[src/rtl/spi_mailbox_responder.sv]
// SPI mode-0 responder with RX/TX byte mailboxes, oversampled on clk.
// Define SPI_MBOX_ECHO_EN to add the 0x0B echo command.
module spi_mailbox_responder #(
  parameter int FIFO_DEPTH  = 8,
  parameter int SYNC_STAGES = 2
) (
  input  logic       clk,
  input  logic       reset,
  input  logic       i_FT_SCK,
  input  logic       i_FT_MOSI,
  input  logic       i_FT_CS,
  output logic       o_FT_MISO,
  input  logic       i_rx_pop,
  output logic [7:0] o_rx_data,
  output logic       o_rx_empty,
  input  logic       i_tx_push,
  input  logic [7:0] i_tx_data,
  output logic       o_tx_full,
  input  logic       i_clr_flags,
  output logic       o_irq
);

  localparam int AW = $clog2(FIFO_DEPTH);
  localparam int CW = AW + 1;

  typedef enum logic [2:0] {
    IDLE, CMD, WRITE, READ, STATUS, IGNORE, ECHO
  } state_t;

  state_t state, state_d, mode;

  logic [SYNC_STAGES-1:0] sck_sy, mosi_sy, cs_sy;
  logic sck_s, mosi_s, cs_s, sck_q, cs_q;
  logic rise, fall, cs_fall, boundary;

  logic [2:0] bit_cnt;
  logic [7:0] shin, sr, byte_in, load_val, status;
  logic       fresh, miso, ovr, unr;
  logic       load, rx_push, tx_pop, ov_set, un_set;

  logic [7:0]    rx_mem [FIFO_DEPTH];
  logic [7:0]    tx_mem [FIFO_DEPTH];
  logic [AW-1:0] rx_wp, rx_rp, tx_wp, tx_rp;
  logic [CW-1:0] rx_cnt, tx_cnt;
  logic rx_full, rx_empty, tx_full, tx_empty;
  logic rx_pop, tx_push;

  // Synchronizers follow the pins even in reset so no false edge
  // is seen when reset is released with CS already low.
  always_ff @(posedge clk) begin
    sck_sy  <= {sck_sy[SYNC_STAGES-2:0], i_FT_SCK};
    mosi_sy <= {mosi_sy[SYNC_STAGES-2:0], i_FT_MOSI};
    cs_sy   <= {cs_sy[SYNC_STAGES-2:0], i_FT_CS};
    sck_q   <= sck_s;
    cs_q    <= cs_s;
  end

  assign sck_s    = sck_sy[SYNC_STAGES-1];
  assign mosi_s   = mosi_sy[SYNC_STAGES-1];
  assign cs_s     = cs_sy[SYNC_STAGES-1];
  assign rise     = sck_s & ~sck_q;
  assign fall     = ~sck_s & sck_q;
  assign cs_fall  = ~cs_s & cs_q;
  assign boundary = rise && !cs_s && state != IDLE && bit_cnt == 3'd7;
  assign byte_in  = {shin[6:0], mosi_s};

  assign rx_full  = rx_cnt == CW'(FIFO_DEPTH);
  assign rx_empty = rx_cnt == '0;
  assign tx_full  = tx_cnt == CW'(FIFO_DEPTH);
  assign tx_empty = tx_cnt == '0;
  assign rx_pop   = i_rx_pop && !rx_empty;
  assign tx_push  = i_tx_push && !tx_full;
  assign status   = {rx_full, rx_empty, tx_full, tx_empty, ovr, unr, 2'b00};

  always_comb begin
    state_d  = state;
    mode     = state;
    load     = 1'b0;
    load_val = 8'h00;
    rx_push  = 1'b0;
    tx_pop   = 1'b0;
    ov_set   = 1'b0;
    un_set   = 1'b0;
    if (state == CMD) begin
      unique case (byte_in)
        8'h02:   mode = WRITE;
        8'h03:   mode = READ;
        8'h05:   mode = STATUS;
`ifdef SPI_MBOX_ECHO_EN
        8'h0B:   mode = ECHO;
`endif
        default: mode = IGNORE;
      endcase
    end
    if (cs_s) begin
      state_d = IDLE;
    end else if (state == IDLE) begin
      if (cs_fall) state_d = CMD;
    end else if (boundary) begin
      state_d = mode;
      load    = 1'b1;
      unique case (mode)
        WRITE: begin
          if (state == WRITE) begin
            if (rx_full) ov_set = 1'b1;
            else         rx_push = 1'b1;
          end
        end
        READ: begin
          if (tx_empty) begin
            load_val = 8'hFF;
            un_set   = 1'b1;
          end else begin
            load_val = tx_mem[tx_rp];
            tx_pop   = 1'b1;
          end
        end
        STATUS: load_val = status;
        ECHO:   if (state == ECHO) load_val = byte_in;
        default: load_val = 8'h00;
      endcase
    end
  end

  always_ff @(posedge clk) begin
    if (!reset) begin
      state   <= IDLE;
      bit_cnt <= '0;
      shin    <= '0;
      sr      <= '0;
      fresh   <= 1'b0;
      miso    <= 1'b0;
      ovr     <= 1'b0;
      unr     <= 1'b0;
    end else begin
      state <= state_d;
      ovr   <= ov_set | (ovr & ~i_clr_flags);
      unr   <= un_set | (unr & ~i_clr_flags);
      if (cs_s || state == IDLE) begin
        bit_cnt <= '0;
        shin    <= '0;
        sr      <= '0;
        fresh   <= 1'b0;
        miso    <= 1'b0;
      end else begin
        if (rise) begin
          bit_cnt <= bit_cnt + 3'd1;
          shin    <= byte_in;
        end
        // First fall after a load presents bit 7 without shifting.
        if (load) begin
          sr    <= load_val;
          fresh <= 1'b1;
        end else if (fall) begin
          if (fresh) begin
            miso  <= sr[7];
            fresh <= 1'b0;
          end else begin
            miso <= sr[6];
            sr   <= {sr[6:0], 1'b0};
          end
        end
      end
    end
  end

  always_ff @(posedge clk) begin
    if (!reset) begin
      rx_wp  <= '0;
      rx_rp  <= '0;
      rx_cnt <= '0;
      tx_wp  <= '0;
      tx_rp  <= '0;
      tx_cnt <= '0;
      for (int i = 0; i < FIFO_DEPTH; i++) rx_mem[i] <= 8'h00;
    end else begin
      if (rx_push) begin
        rx_mem[rx_wp] <= byte_in;
        rx_wp         <= rx_wp + AW'(1);
      end
      if (rx_pop) rx_rp <= rx_rp + AW'(1);
      rx_cnt <= rx_cnt + CW'(rx_push) - CW'(rx_pop);
      if (tx_push) tx_wp <= tx_wp + AW'(1);
      if (tx_pop)  tx_rp <= tx_rp + AW'(1);
      tx_cnt <= tx_cnt + CW'(tx_push) - CW'(tx_pop);
    end
  end

  always_ff @(posedge clk) begin
    if (tx_push) tx_mem[tx_wp] <= i_tx_data;
  end

  assign o_FT_MISO  = miso;
  assign o_rx_data  = rx_mem[rx_rp];
  assign o_rx_empty = rx_empty;
  assign o_tx_full  = tx_full;
  assign o_irq      = ~rx_empty;

endmodule
[config.mk]
export PLATFORM = sky130hd
export DESIGN_NAME = spi_mailbox_responder
export DESIGN_NICKNAME = d
export VERILOG_FILES = /design/src/rtl/spi_mailbox_responder.sv
export SDC_FILE = /design/constraint.sdc
export NUM_CORES = 1
export LEC_CHECK = 0
export CORE_MARGIN = 4
export CORE_UTILIZATION = 45
export CTS_CLUSTER_DIAMETER = 50
export DETAILED_ROUTE_END_ITERATION = 7
export DONT_BUFFER_PORTS = 1
export HOLD_SLACK_MARGIN = 0.15
export PLACE_DENSITY = 0.72
export SYNTH_ARGS = -nofsm -noshare
export SYNTH_HDL_FRONTEND = slang
export SYNTH_SLANG_ARGS = --single-unit
[constraint.sdc]
create_clock -name clk -period 3.4 [get_ports clk]
set_input_delay 0.68 -clock clk [delete_from_list [all_inputs] [get_ports clk]]
set_output_delay 0.68 -clock clk [all_outputs]
set_load 0.01 [all_outputs]
==> metrics.md <==
| Metric | Value |
|---|---|
| Status | finished clean |
| DIE AREA | 20,400 um^2 |
| Layout cell share with drive strength beyond 1 | 16.2% |
| EDFF count, synth | 128 |
| Reg2Reg Depth | 11 |
| R2r startpoint | bit_cnt[0] |
| Largest net degree at the start of global routing | 40 |
| DRC viols | 0 |
| Port buffer count | 0 |
| Clock slew at reported path FFs | 0.07 ns |
| RSZ-0062 raised after global routing | false |
| Power per cell area | 609 nW/um^2 |
| Via count | 4,704 |
| Io pins | 28 |
| Post-synthesis compound-gate area fraction | 6.39% |
| CTS Buf Count | 17 |
| Core box area | 17,500 um^2 |
| Fin crit share | 87.4% |
| Antenna Violating Nets Remaining | 0 |
| Cell area after layout | 9010 um^2 |
| Detailed Route WL | 16,000 um |
| XOR/XNOR Fraction of Synth Area | 1.18% |
| Die H | 143 um |
| Top_reg_cell synth | edfxtp_1 |
| Leak | 3.06 nW |
| Worst setup EP type | register |
| VDD IR max | 0.399 mV |
| Post-synthesis adder-cell area fraction | 3.09% |
| Fin util | 51.4% |
| Hold WS | 0.276 ns |
| Final Hold Viols | 0 |
| Hold Path Depth | 0 |
| Fmax | 336 MHz |
| Die width | 143 um |
| CTS tree | yes |
| Initial antenna violation count | 0 |
| FF-to-FF setup slack | 0.43 ns |
| Worst-skew pair later-pin latency | 0.43 ns |
| Post-synthesis cell area | 8170 um^2 |
| Synthesized net count | 643 |
| Initial DRC Count | 312 |
| Row Count | 48 |
| DP Area | 8430 um^2 |
| Count of cell types in the netlist | 57 |
| GR Overflow Total | 0 |
| Final Skew | 0.00657 ns |
| Crit path time final | 2.97 ns |
| Cts repair resizes | 0 |
| Setup TNS | 0 ns |
| WL per Instance | 18.9 um |
| Critical Path Fanout Max | 12 |
| Worst hold start | i_FT_CS |
| Worst endpoint required time | 3.72 ns |
| Vias in the first global route | 4,984 |
| Min-delay worst type | input port to register |
| First drt pass iteration count | 5 |
| Clock tree buffer depth | 2 |
| CTS Hold Bufs | 0 |
| Starting density of the core | 46.6% |
| First-pass GRT wire length | 26,700 um |
| Worst-margin pin slew | 0.799 ns |
| Post-DP HPWL | 11,100 um |
| Largest family of logic cells by synthesized area | simple AND/OR/NAND/NOR gates |
| Post-Syn Area per Cell | 13.4 um^2 |
| Setup slack after layout | 0.427 ns |
| Final setup fails | 0 |
| Root Driver | clkbuf_16 |
| Max-slew violations | 0 |
| Post-synth top cells | 128 x edfxtp_1, 70 x and2_1, 59 x dfxtp_1, 50 x nand2_1, 32 x mux4_2 |
| Slew headroom | 46.7% |
| Synth Area in Simple Gates | 14.3% |
| Fill cells | 1,439 |
| Vias per std cell | 5.54 |
| RR Endpoint | tx_cnt[2] |
| Crit path DAT | 3.29 ns |
| # diodes | 0 |
| Setup CP Type | register to register |
| Place WS | 0.458 ns |
| P&R area growth vs syn | 10.4% |
| Seq/Total Area, Yosys | 61.5% |
| Tot GR Track Use | 17.1% |
| Top cell type by total area after synthesis | edfxtp_1 |
| H-tree levels | 4 |
| Post-synthesis mux area share | 10.7% |
| Yosys reg bits | 187 |
| Area contributors post-synth | edfxtp_1 47%, dfxtp_1 14%, mux4_2 8.8%, and2_1 5.4%, ha_1 2.6% |
| Async SR Flop Fraction | 0% |
| Count leader, synth | edfxtp_1 |
| Mapped Cells | 608 |
| Yosys warns | 0 |
| WHS Endpoint | cs_sy[0] |
| Max-Cap Viols | 0 |
| Worst Setup Start Kind | register |
| Clock sink total | 187 |
| Post-synth top area share | 47.1% |
| Setup Fix Bufs, Post-CTS | 0 |
| Fin nets | 647 |
| Global placement routability congestion | 0.902 |
==> layout by cell type, fill, tap and decap left out, types with 4 or more instances in the layout <==
cell / instances
edfxtp_1: 128
and2_1: 70
dfxtp_1: 59
nand2_1: 50
mux4_2: 32
nor2_1: 25
inv_1: 20
a21oi_1: 18
buf_4: 18
o21ai_0: 17
ha_1: 17
clkbuf_16: 17
nor3_1: 15
nand2b_1: 13
mux2_2: 10
nor2b_1: 8
nand3_1: 8
xnor2_1: 7
a211oi_1: 7
nor4_1: 5
a21boi_0: 5
or2_2: 5
o22ai_1: 5
xor2_1: 4
mux2i_1: 4
clkbuf_1: 4
==> registers in the layout (all words and copies together) (netlist names), named ones only <==
signal and count:
o_FT_MISO 1, shin 7, tx_cnt 4, sck_q 1
state 3, unr 1, ovr 1, rx_mem 64
tx_wp 3, tx_rp 3, rx_wp 3, rx_rp 3
fresh 1, cs_q 1, cs_sy 2, bit_cnt 3
tx_mem 64, sck_sy 2, mosi_sy 2, rx_cnt 4
sr 8
==> kinds of logic after synthesis <==
group / count (synthesis)
and+or+nand+nor: 214
DFF: 187
AOI/OAI and AO/OA: 77
buffers and inverters: 54
muxes: 46
adders and majority gates: 19
xor gates and xnor gates: 11
==> metrics by stage <==
stage / total power [mW] / cells
floorplan: 3.33 / 608
global placement: 3.54 / 818
detailed placement: 3.57 / 818
CTS: 5.54 / 849
global route: 5.74 / 849
finish: 5.49 / 849
==> power breakdown <==
part | switching (mW) | internal, mW | total, mW | leakage [nW]
clock | 0.822 | 1.16 | 1.98 | 0.278
sequential | 0.0807 | 2.56 | 2.64 | 1.68
combinational | 0.451 | 0.415 | 0.866 | 1.10
total | 1.35 | 4.13 | 5.49 | 3.06
==> layer usage <==
metal / GRT usage, % / vias to the layer above / wire length, um
met5: 0 / - / 0
met4: 6.05 / 0 / 254
met3: 3.62 / 23 / 774
met2: 29.9 / 133 / 8380
met1: 21.0 / 2295 / 6630
li1: - / 2253 / -
==> worst max-delay path, cell delays in order, from the launching register on <==
cell and delay [ns]:
dfxtp_1 0.35, ha_1 0.16, ha_1 0.16, and4bb_2 0.32
nand2_1 0.26, nor4_2 0.52, xnor2_1 0.19, ha_1 0.19
inv_1 0.06, fa_1 0.37, xnor2_1 0.13, and2_1 0.15
==> area by class of cell <==
cell class | count | area (um^2) | area share [%]
Clock buffer | 21 | 440 | 4.89
Multi-Input combinational cell | 367 | 2910 | 32.3
Inverter | 21 | 78.8 | 0.875
Tap cell | 225 | 282 | 3.12
Timing Repair Buffer | 18 | 135 | 1.50
Sequential cell | 187 | 5020 | 55.8
Clock inverter | 10 | 141 | 1.57
==> worst max path at each step <==
stage,startpoint,endpoint,cells after the start
global placement,bit_cnt[0],tx_cnt[2],11
detailed placement,bit_cnt[0],tx_cnt[2],11
floorplan,bit_cnt[0],tx_cnt[2],11
global route,bit_cnt[0],tx_cnt[2],11
finish,bit_cnt[0],tx_cnt[2],11
CTS,bit_cnt[0],tx_cnt[2],11
No activity file was read; power rests on OpenSTA's default activity.
